`src/rtl/clock_pkg.sv`:
```
// Shared select codes and adjust-controller types for the clock counters.
package clock_pkg;

  localparam int unsigned SEL_W = 3;

  localparam logic [SEL_W-1:0] SEL_RUN   = 3'd0;
  localparam logic [SEL_W-1:0] SEL_MIN   = 3'd1;
  localparam logic [SEL_W-1:0] SEL_HOUR  = 3'd2;
  localparam logic [SEL_W-1:0] SEL_DAY   = 3'd3;
  localparam logic [SEL_W-1:0] SEL_MONTH = 3'd4;
  localparam logic [SEL_W-1:0] SEL_YEAR  = 3'd5;
  localparam logic [SEL_W-1:0] SEL_SEC   = 3'd6;

  // Step-request FSM: waiting, request latched, request on the bus.
  typedef enum logic [1:0] {
    ST_IDLE  = 2'd0,
    ST_ARMED = 2'd1,
    ST_STEP  = 2'd2
  } adj_state_e;

endpackage

```
`src/rtl/btn_debounce.sv`:
```
// Raw button -> 2-flop sync -> stable-count debounce, level plus rise pulse.
module btn_debounce #(
  parameter int unsigned DEBOUNCE_CYC = 20
) (
  input  logic clk_1kHz,
  input  logic rst_n,
  input  logic i_btn,
  output logic o_level,
  output logic o_rise
);

  localparam int unsigned CNT_W = (DEBOUNCE_CYC > 1) ? $clog2(DEBOUNCE_CYC) : 1;
  localparam logic [CNT_W-1:0] CNT_LAST = CNT_W'(DEBOUNCE_CYC - 1);

  logic             r_s1;
  logic             r_s2;
  logic             r_level;
  logic             r_rise;
  logic [CNT_W-1:0] r_cnt;
  logic             w_diff;
  logic             w_done;

  assign w_diff = (r_s2 != r_level);
  assign w_done = w_diff && (r_cnt == CNT_LAST);

  // Two-flop synchronizer for the asynchronous button.
  always_ff @(posedge clk_1kHz or negedge rst_n) begin
    if (!rst_n) begin
      r_s1 <= 1'b0;
      r_s2 <= 1'b0;
    end else begin
      r_s1 <= i_btn;
      r_s2 <= r_s1;
    end
  end

  // Level flips only after the synced input has disagreed for DEBOUNCE_CYC cycles.
  always_ff @(posedge clk_1kHz or negedge rst_n) begin
    if (!rst_n) begin
      r_cnt   <= '0;
      r_level <= 1'b0;
      r_rise  <= 1'b0;
    end else begin
      r_rise <= w_done & r_s2;
      if (!w_diff || w_done) begin
        r_cnt <= '0;
      end else begin
        r_cnt <= r_cnt + CNT_W'(1);
      end
      if (w_done) begin
        r_level <= r_s2;
      end
    end
  end

  assign o_level = r_level;
  assign o_rise  = r_rise;

endmodule

```
`src/rtl/adj_ctrl.sv`:
```
// Front-panel adjust controller: item select, windowed up/down steps, timeout.
module adj_ctrl
  import clock_pkg::*;
#(
  parameter int unsigned DEBOUNCE_CYC = 20,
  parameter int unsigned NUM_ITEMS    = 6,
  parameter int unsigned TIMEOUT_S    = 30
) (
  input  logic             clk_1kHz,
  input  logic             rst_n,
  input  logic             clk_1Hz,
  input  logic             btn_mode,
  input  logic             btn_up,
  input  logic             btn_down,
  output logic [SEL_W-1:0] select_item,
  output logic             up,
  output logic             down,
  output logic             adjusting
);

  localparam int unsigned NUM_BTN  = 3;
  localparam int unsigned BTN_MODE = 0;
  localparam int unsigned BTN_UP   = 1;
  localparam int unsigned BTN_DOWN = 2;
  localparam int unsigned TO_W     = (TIMEOUT_S > 1) ? $clog2(TIMEOUT_S) : 1;
  localparam logic [TO_W-1:0]  TO_LAST  = TO_W'(TIMEOUT_S - 1);
  localparam logic [SEL_W-1:0] SEL_LAST = SEL_W'(NUM_ITEMS);

  // Next select code with wrap back to run mode.
  function automatic logic [SEL_W-1:0] sel_inc(input logic [SEL_W-1:0] s);
    return (s >= SEL_LAST) ? SEL_RUN : s + SEL_W'(1);
  endfunction

  logic [NUM_BTN-1:0] w_btn_raw;
  logic               w_lvl  [NUM_BTN];
  logic               w_rise [NUM_BTN];

  adj_state_e       r_state, w_state_nxt;
  logic             r_dir, w_dir_nxt;
  logic [SEL_W-1:0] r_sel, w_sel_nxt;
  logic             r_pend, w_pend_nxt;
  logic [SEL_W-1:0] r_pend_sel, w_pend_sel_nxt;
  logic             r_up, w_up_nxt;
  logic             r_down, w_down_nxt;
  logic             r_adj;
  logic [TO_W-1:0]  r_to, w_to_nxt;
  logic             r_hz_s1, r_hz_s2, r_hz_d;

  logic             w_f_tick;
  logic             w_mode_p, w_up_p, w_down_p, w_any_press;
  logic             w_timeout;
  logic [SEL_W-1:0] w_pend_base, w_pend_val;
  logic             w_pend_any;

  assign w_btn_raw = {btn_down, btn_up, btn_mode};

  for (genvar g = 0; g < NUM_BTN; g++) begin : g_db
    btn_debounce #(
      .DEBOUNCE_CYC(DEBOUNCE_CYC)
    ) u_db (
      .clk_1kHz(clk_1kHz),
      .rst_n   (rst_n),
      .i_btn   (w_btn_raw[g]),
      .o_level (w_lvl[g]),
      .o_rise  (w_rise[g])
    );
  end

  assign w_mode_p    = w_rise[BTN_MODE];
  assign w_up_p      = w_rise[BTN_UP];
  assign w_down_p    = w_rise[BTN_DOWN];
  assign w_any_press = w_mode_p | w_up_p | w_down_p;

  // Synchronize clk_1Hz as data and keep one extra stage for falling-edge detect.
  always_ff @(posedge clk_1kHz or negedge rst_n) begin
    if (!rst_n) begin
      r_hz_s1 <= 1'b0;
      r_hz_s2 <= 1'b0;
      r_hz_d  <= 1'b0;
    end else begin
      r_hz_s1 <= clk_1Hz;
      r_hz_s2 <= r_hz_s1;
      r_hz_d  <= r_hz_s2;
    end
  end

  assign w_f_tick = r_hz_d & ~r_hz_s2;

  // Mode presses during a step window accumulate here until the window ends.
  assign w_pend_base = r_pend ? r_pend_sel : r_sel;
  assign w_pend_val  = w_mode_p ? sel_inc(w_pend_base) : w_pend_base;
  assign w_pend_any  = r_pend | w_mode_p;

  assign w_timeout = w_f_tick && (r_sel != SEL_RUN) && !w_any_press && (r_to == TO_LAST);

  // Next-state and next-output logic; timeout has the last word.
  always_comb begin
    w_state_nxt    = r_state;
    w_dir_nxt      = r_dir;
    w_sel_nxt      = r_sel;
    w_pend_nxt     = r_pend;
    w_pend_sel_nxt = r_pend_sel;
    w_up_nxt       = r_up;
    w_down_nxt     = r_down;
    w_to_nxt       = r_to;

    if (w_any_press || (r_sel == SEL_RUN)) begin
      w_to_nxt = '0;
    end else if (w_f_tick) begin
      w_to_nxt = r_to + TO_W'(1);
    end

    unique case (r_state)
      ST_IDLE: begin
        if ((r_sel != SEL_RUN) && (w_up_p || w_down_p)) begin
          w_state_nxt = ST_ARMED;
          w_dir_nxt   = w_up_p;
        end
      end
      ST_ARMED: begin
        if (w_up_p) begin
          w_dir_nxt = 1'b1;
        end else if (w_down_p) begin
          w_dir_nxt = 1'b0;
        end
        if (w_f_tick) begin
          w_state_nxt = ST_STEP;
          w_up_nxt    = w_dir_nxt;
          w_down_nxt  = ~w_dir_nxt;
        end
      end
      ST_STEP: begin
        if (w_f_tick) begin
          if (w_pend_any) begin
            w_sel_nxt   = w_pend_val;
            w_pend_nxt  = 1'b0;
            w_up_nxt    = 1'b0;
            w_down_nxt  = 1'b0;
            w_state_nxt = ST_IDLE;
          end else if (!(r_dir ? w_lvl[BTN_UP] : w_lvl[BTN_DOWN])) begin
            w_up_nxt    = 1'b0;
            w_down_nxt  = 1'b0;
            w_state_nxt = ST_IDLE;
          end
        end else if (w_mode_p) begin
          w_pend_nxt     = 1'b1;
          w_pend_sel_nxt = w_pend_val;
        end
      end
      default: begin
        w_state_nxt = ST_IDLE;
        w_up_nxt    = 1'b0;
        w_down_nxt  = 1'b0;
      end
    endcase

    if (w_mode_p && (r_state != ST_STEP)) begin
      w_sel_nxt   = sel_inc(r_sel);
      w_state_nxt = ST_IDLE;
      w_up_nxt    = 1'b0;
      w_down_nxt  = 1'b0;
    end

    if (w_timeout) begin
      w_sel_nxt   = SEL_RUN;
      w_state_nxt = ST_IDLE;
      w_up_nxt    = 1'b0;
      w_down_nxt  = 1'b0;
      w_pend_nxt  = 1'b0;
      w_to_nxt    = '0;
    end
  end

  // State and output registers; adjusting tracks the next select code.
  always_ff @(posedge clk_1kHz or negedge rst_n) begin
    if (!rst_n) begin
      r_state    <= ST_IDLE;
      r_dir      <= 1'b0;
      r_sel      <= SEL_RUN;
      r_pend     <= 1'b0;
      r_pend_sel <= SEL_RUN;
      r_up       <= 1'b0;
      r_down     <= 1'b0;
      r_adj      <= 1'b0;
      r_to       <= '0;
    end else begin
      r_state    <= w_state_nxt;
      r_dir      <= w_dir_nxt;
      r_sel      <= w_sel_nxt;
      r_pend     <= w_pend_nxt;
      r_pend_sel <= w_pend_sel_nxt;
      r_up       <= w_up_nxt;
      r_down     <= w_down_nxt;
      r_adj      <= (w_sel_nxt != SEL_RUN);
      r_to       <= w_to_nxt;
    end
  end

  assign select_item = r_sel;
  assign up          = r_up;
  assign down        = r_down;
  assign adjusting   = r_adj;

endmodule

```
`config.mk`:
```
export PLATFORM = sky130hd
export DESIGN_NAME = adj_ctrl
export DESIGN_NICKNAME = d
export VERILOG_FILES = /design/src/rtl/clock_pkg.sv /design/src/rtl/btn_debounce.sv /design/src/rtl/adj_ctrl.sv
export SDC_FILE = /design/constraint.sdc
export NUM_CORES = 1
export LEC_CHECK = 0
export ABC_AREA = 1
export CAP_MARGIN = 20
export CORE_ASPECT_RATIO = 0.6
export CORE_MARGIN = 3
export CORE_UTILIZATION = 45
export DETAILED_ROUTE_END_ITERATION = 8
export PLACE_DENSITY = 0.71
export RECOVER_POWER = 100
export SYNTH_ARGS = -nofsm -noshare
export SYNTH_HDL_FRONTEND = slang
export SYNTH_SLANG_ARGS = --single-unit
```
`constraint.sdc`:
```
create_clock -name clk_1kHz -period 2.4 [get_ports clk_1kHz]
set_clock_uncertainty 0.15 [all_clocks]
set_input_delay 0.48 -clock clk_1kHz [delete_from_list [all_inputs] [get_ports clk_1kHz]]
set_output_delay 0.48 -clock clk_1kHz [all_outputs]
set_load 0.1 [all_outputs]
```
==> flow_metrics.py <==
metrics = {
    "critical_path": {
        "cp.arrival_ns": 2.08,
        "ff2ff_path_depth": 9,
        "setup.worst_path.start": "select_item[1]$_DFF_PN0_",
        "critPathLaunchType": "flip-flop",
        "r2r_slack_ns": 0.42,
        "required_ns": 2.50,
        "endpoint": "r_state[1]$_DFFE_PN0P_",
        "crit_type": "flip-flop to flip-flop",
        "r2r_end": "r_state[1]$_DFFE_PN0P_",
        "cp_max_fo": 10,
        "crit_path_end_kind": "flip-flop",
        "r2r_start": "select_item[1]$_DFF_PN0_",
    },
    "grt": {
        "grt_max_degree": 26,
        "grt_pass1_vias": 1703,
        "grt_pass1_wl_um": 7920,
        "grt_use_total_pct": 16.6,
        "antenna_found_initial": 0,
        "grt_overflow": 0,
    },
    "placement": {
        "place_inst": 355,
        "hpwl_um": 3280,
        "dp_slack_ns": 0.477,
        "numPortBuffers": 11,
        "gp_congestion": 0.950,
    },
    "logic_synthesis": {
        "synthTopCellsByCount": "nand2_1, dfrtp_1, inv_1, nor2_1, nand3_1",
        "syn_area_sq_mm": 0.00235,
        "synth_top_area_share_pct": 51.1,
        "synthCells": 281,
        "ys_ff_latch": 48,
        "synth_top_cells_by_area": "dfrtp_1, nand2_1, inv_1, nand3_1, nor2_1",
        "avgSynthCellArea_sq_um": 8.36,
        "synth.most_common_cell": "nand2_1",
        "synth_warnings": 0,
        "synth_cell_types": 26,
        "synth_nets": 296,
        "ys.flop_type": "dfrtp_1",
        "yosysTopAreaCell": "dfrtp_1",
        "synth-edff-count": 0,
        "ys_seq_area_share_pct": 51.1,
        "async_flop_share_pct": 100,
    },
    "die": {
        "initial_utilization_pct": 48.9,
        "rows": 19,
        "die-area_sq_mm": 0.00615,
        "die_x_um": 99.3,
        "die_y_um": 62.0,
        "io_pins": 12,
        "core_sq_mm": 0.00480,
    },
    "final_layout": {
        "num-fill-cells": 453,
        "utilization_pct": 54.2,
        "multi_input_comb_area_sq_um": 981,
        "num_antenna_cells": 0,
        "final_cell_count_no_fill": 363,
        "nets": 314,
        "area_delta_synth_final_pct": 10.8,
        "seqCellArea_sq_mm": 0.00120,
        "drive_gt1_share_pct": 10.7,
    },
    "clock_tree": {
        "path_clk_slew_ns": 0.09,
        "cts_tree": "yes",
        "clk_latency_ns": 0.30,
        "hold_buffers": 0,
        "cts_resized": 0,
        "htreeDepth": 2,
        "cts_root_buffer": "clkbuf_8",
        "cts_setup_buffers": 0,
        "clock_path_buffers": 2,
        "cts_made_buffers": 5,
        "clock-sinks": 48,
    },
    "power_and_ir_drop": {
        "netSwitchingFraction_pct": 21.4,
        "seqPwrFrac_pct": 57.2,
        "cell_internal_pwr_w": 0.00115,
        "power_w": 0.00147,
        "pwr_density_cell_mw_per_mm2": 564,
        "peakVddDrop_v": 0.000260,
        "clockPowerShare_pct": 39.0,
        "p_leak_nw": 1.33,
        "pwr-share-comb_pct": 3.8,
        "p_sw_w": 0.000314,
    },
    "job": {
        "maxCapViolCount": 0,
    },
    "sta": {
        "layout_setup_ws_ns": 0.418,
        "hold_viol": 0,
        "drv_slew": 0,
        "post-route-period-util_pct": 82.6,
        "fin_crit_ns": 1.98,
        "finalSetupTns_ns": 0,
        "finalSetupViolations": 0,
        "max_freq_mhz": 505,
        "rsz0062_at_grt": "false",
        "timing.slew.headroom_pct": 16.4,
        "tightestPinTransition_ns": 1.25,
    },
    "route": {
        "drt_pass1_iterations": 4,
        "drtIter0Drc": 110,
        "wl_per_cell_um": 12.0,
        "drc": 0,
        "dr_total_vias": 1809,
        "totalWireLength_um": 4350,
        "via_per_inst": 4.98,
        "postRouteAntennaNets": 0,
    },
    "min_path": {
        "holdCritPathClass": "flip-flop to flip-flop",
    },
    "outcome": {
        "status": "finished, final reports clean",
    },
}
[critical path, cell delays in order, from the launching register on]
cell	delay (ns)
dfrtp_1	0.48
inv_1	0.09
ha_1	0.21
inv_1	0.06
nor2_1	0.04
nor2_1	0.20
nand3_4	0.18
a21oi_1	0.31
nand3_1	0.11
nand2_1	0.08
[power groups by stage]
stage	clock network, W	registers [W]	logic (W)
floorplan	0	0.000853	0.0000285
global placement	0	0.000855	0.0000608
detailed placement	0	0.000856	0.0000635
CTS	0.000596	0.000840	0.0000632
global route	0.000628	0.000843	0.0000681
finish	0.000573	0.000840	0.0000559
[cell usage in the layout (no fill, tap or decap), types with 2 or more instances in the layout]
master / Yosys / routed
nor3_1: 4 / 4
o21ai_0: 12 / 15
o22ai_1: 2 / 2
inv_2: 4 / 4
xor2_1: 8 / 8
dfrtp_1: 48 / 48
nand2_2: 3 / 3
clkbuf_8: 0 / 5
nor2_2: 4 / 4
a21oi_1: 5 / 6
nand2_1: 72 / 72
clkinv_2: 1 / 2
nand3_1: 24 / 24
ha_1: 9 / 9
or2_2: 2 / 2
nor2_1: 32 / 32
xnor2_1: 2 / 2
nand4_1: 3 / 3
inv_1: 35 / 35
clkbuf_2: 0 / 7
dlygate4sd3_1: 0 / 4
[per-stage QoR]
step	hold WS [ns]	instance area, sq um
4_1_cts	0.0276	2640
3_3_place_gp	0.183	2530
3_5_place_dp	0.185	2530
6_report	0.203	2600
5_1_grt	0.215	2600
2_1_floorplan	0.0344	2350
[how the worst min path moves through the flow]
stage,startpoint,end,slack [ns],cells after the start
global placement,g_db[2].u_db.r_s1$_DFF_PN0_,g_db[2].u_db.r_s2$_DFF_PN0_,0.18,0
floorplan,rst_n,adjusting$_DFF_PN0_,0.03,0
detailed placement,g_db[0].u_db.r_s1$_DFF_PN0_,g_db[0].u_db.r_s2$_DFF_PN0_,0.18,0
CTS,rst_n,g_db[1].u_db.r_cnt[0]$_DFF_PN0_,0.03,1
global route,g_db[0].u_db.r_s1$_DFF_PN0_,g_db[0].u_db.r_s2$_DFF_PN0_,0.22,0
finish,g_db[0].u_db.r_s1$_DFF_PN0_,g_db[0].u_db.r_s2$_DFF_PN0_,0.20,0
[registers in the layout, indices dropped and copies added, names as in the netlist, 2 cells and up]
| register | flops |
|---|---|
| select_item | 3 |
| g_db.u_db.r_s2 | 3 |
| g_db.u_db.o_rise | 3 |
| r_pend_sel | 3 |
| g_db.u_db.r_s1 | 3 |
| r_to | 5 |
| r_state | 2 |
| g_db.u_db.o_level | 3 |
| g_db.u_db.r_cnt | 15 |
[metal layers]
layer / vias up / global-route usage, % / wire length [um]
li1: 923 / - / -
met1: 850 / 24.5 / 2340
met2: 36 / 24.0 / 1750
met3: 0 / 5.57 / 251
met4: 0 / 3.50 / 0
met5: - / 0 / 0
[kinds of logic after synthesis]
kind of cell	count (synthesis)	synth area share, %
AND/OR/NAND/NOR	148	27.8
adder cells (fa/ha/maj)	9	4.79
flip-flops	48	51.1
AO/OA/AOI/OAI	25	5.65
buffers and inverters	41	6.93
XOR/XNOR	10	3.73
[cell type report]
| class | instances | share of cell area, % |
|---|---|---|
| Clock buffer | 5 | 2.64 |
| Clock inverter | 3 | 1.63 |
| Inverter | 40 | 5.82 |
| Multi-Input combinational cell | 192 | 37.7 |
| Sequential cell | 48 | 46.2 |
| Tap cell | 63 | 3.03 |
| Timing Repair Buffer | 12 | 3.03 |
(Power assumes the default switching activity.)
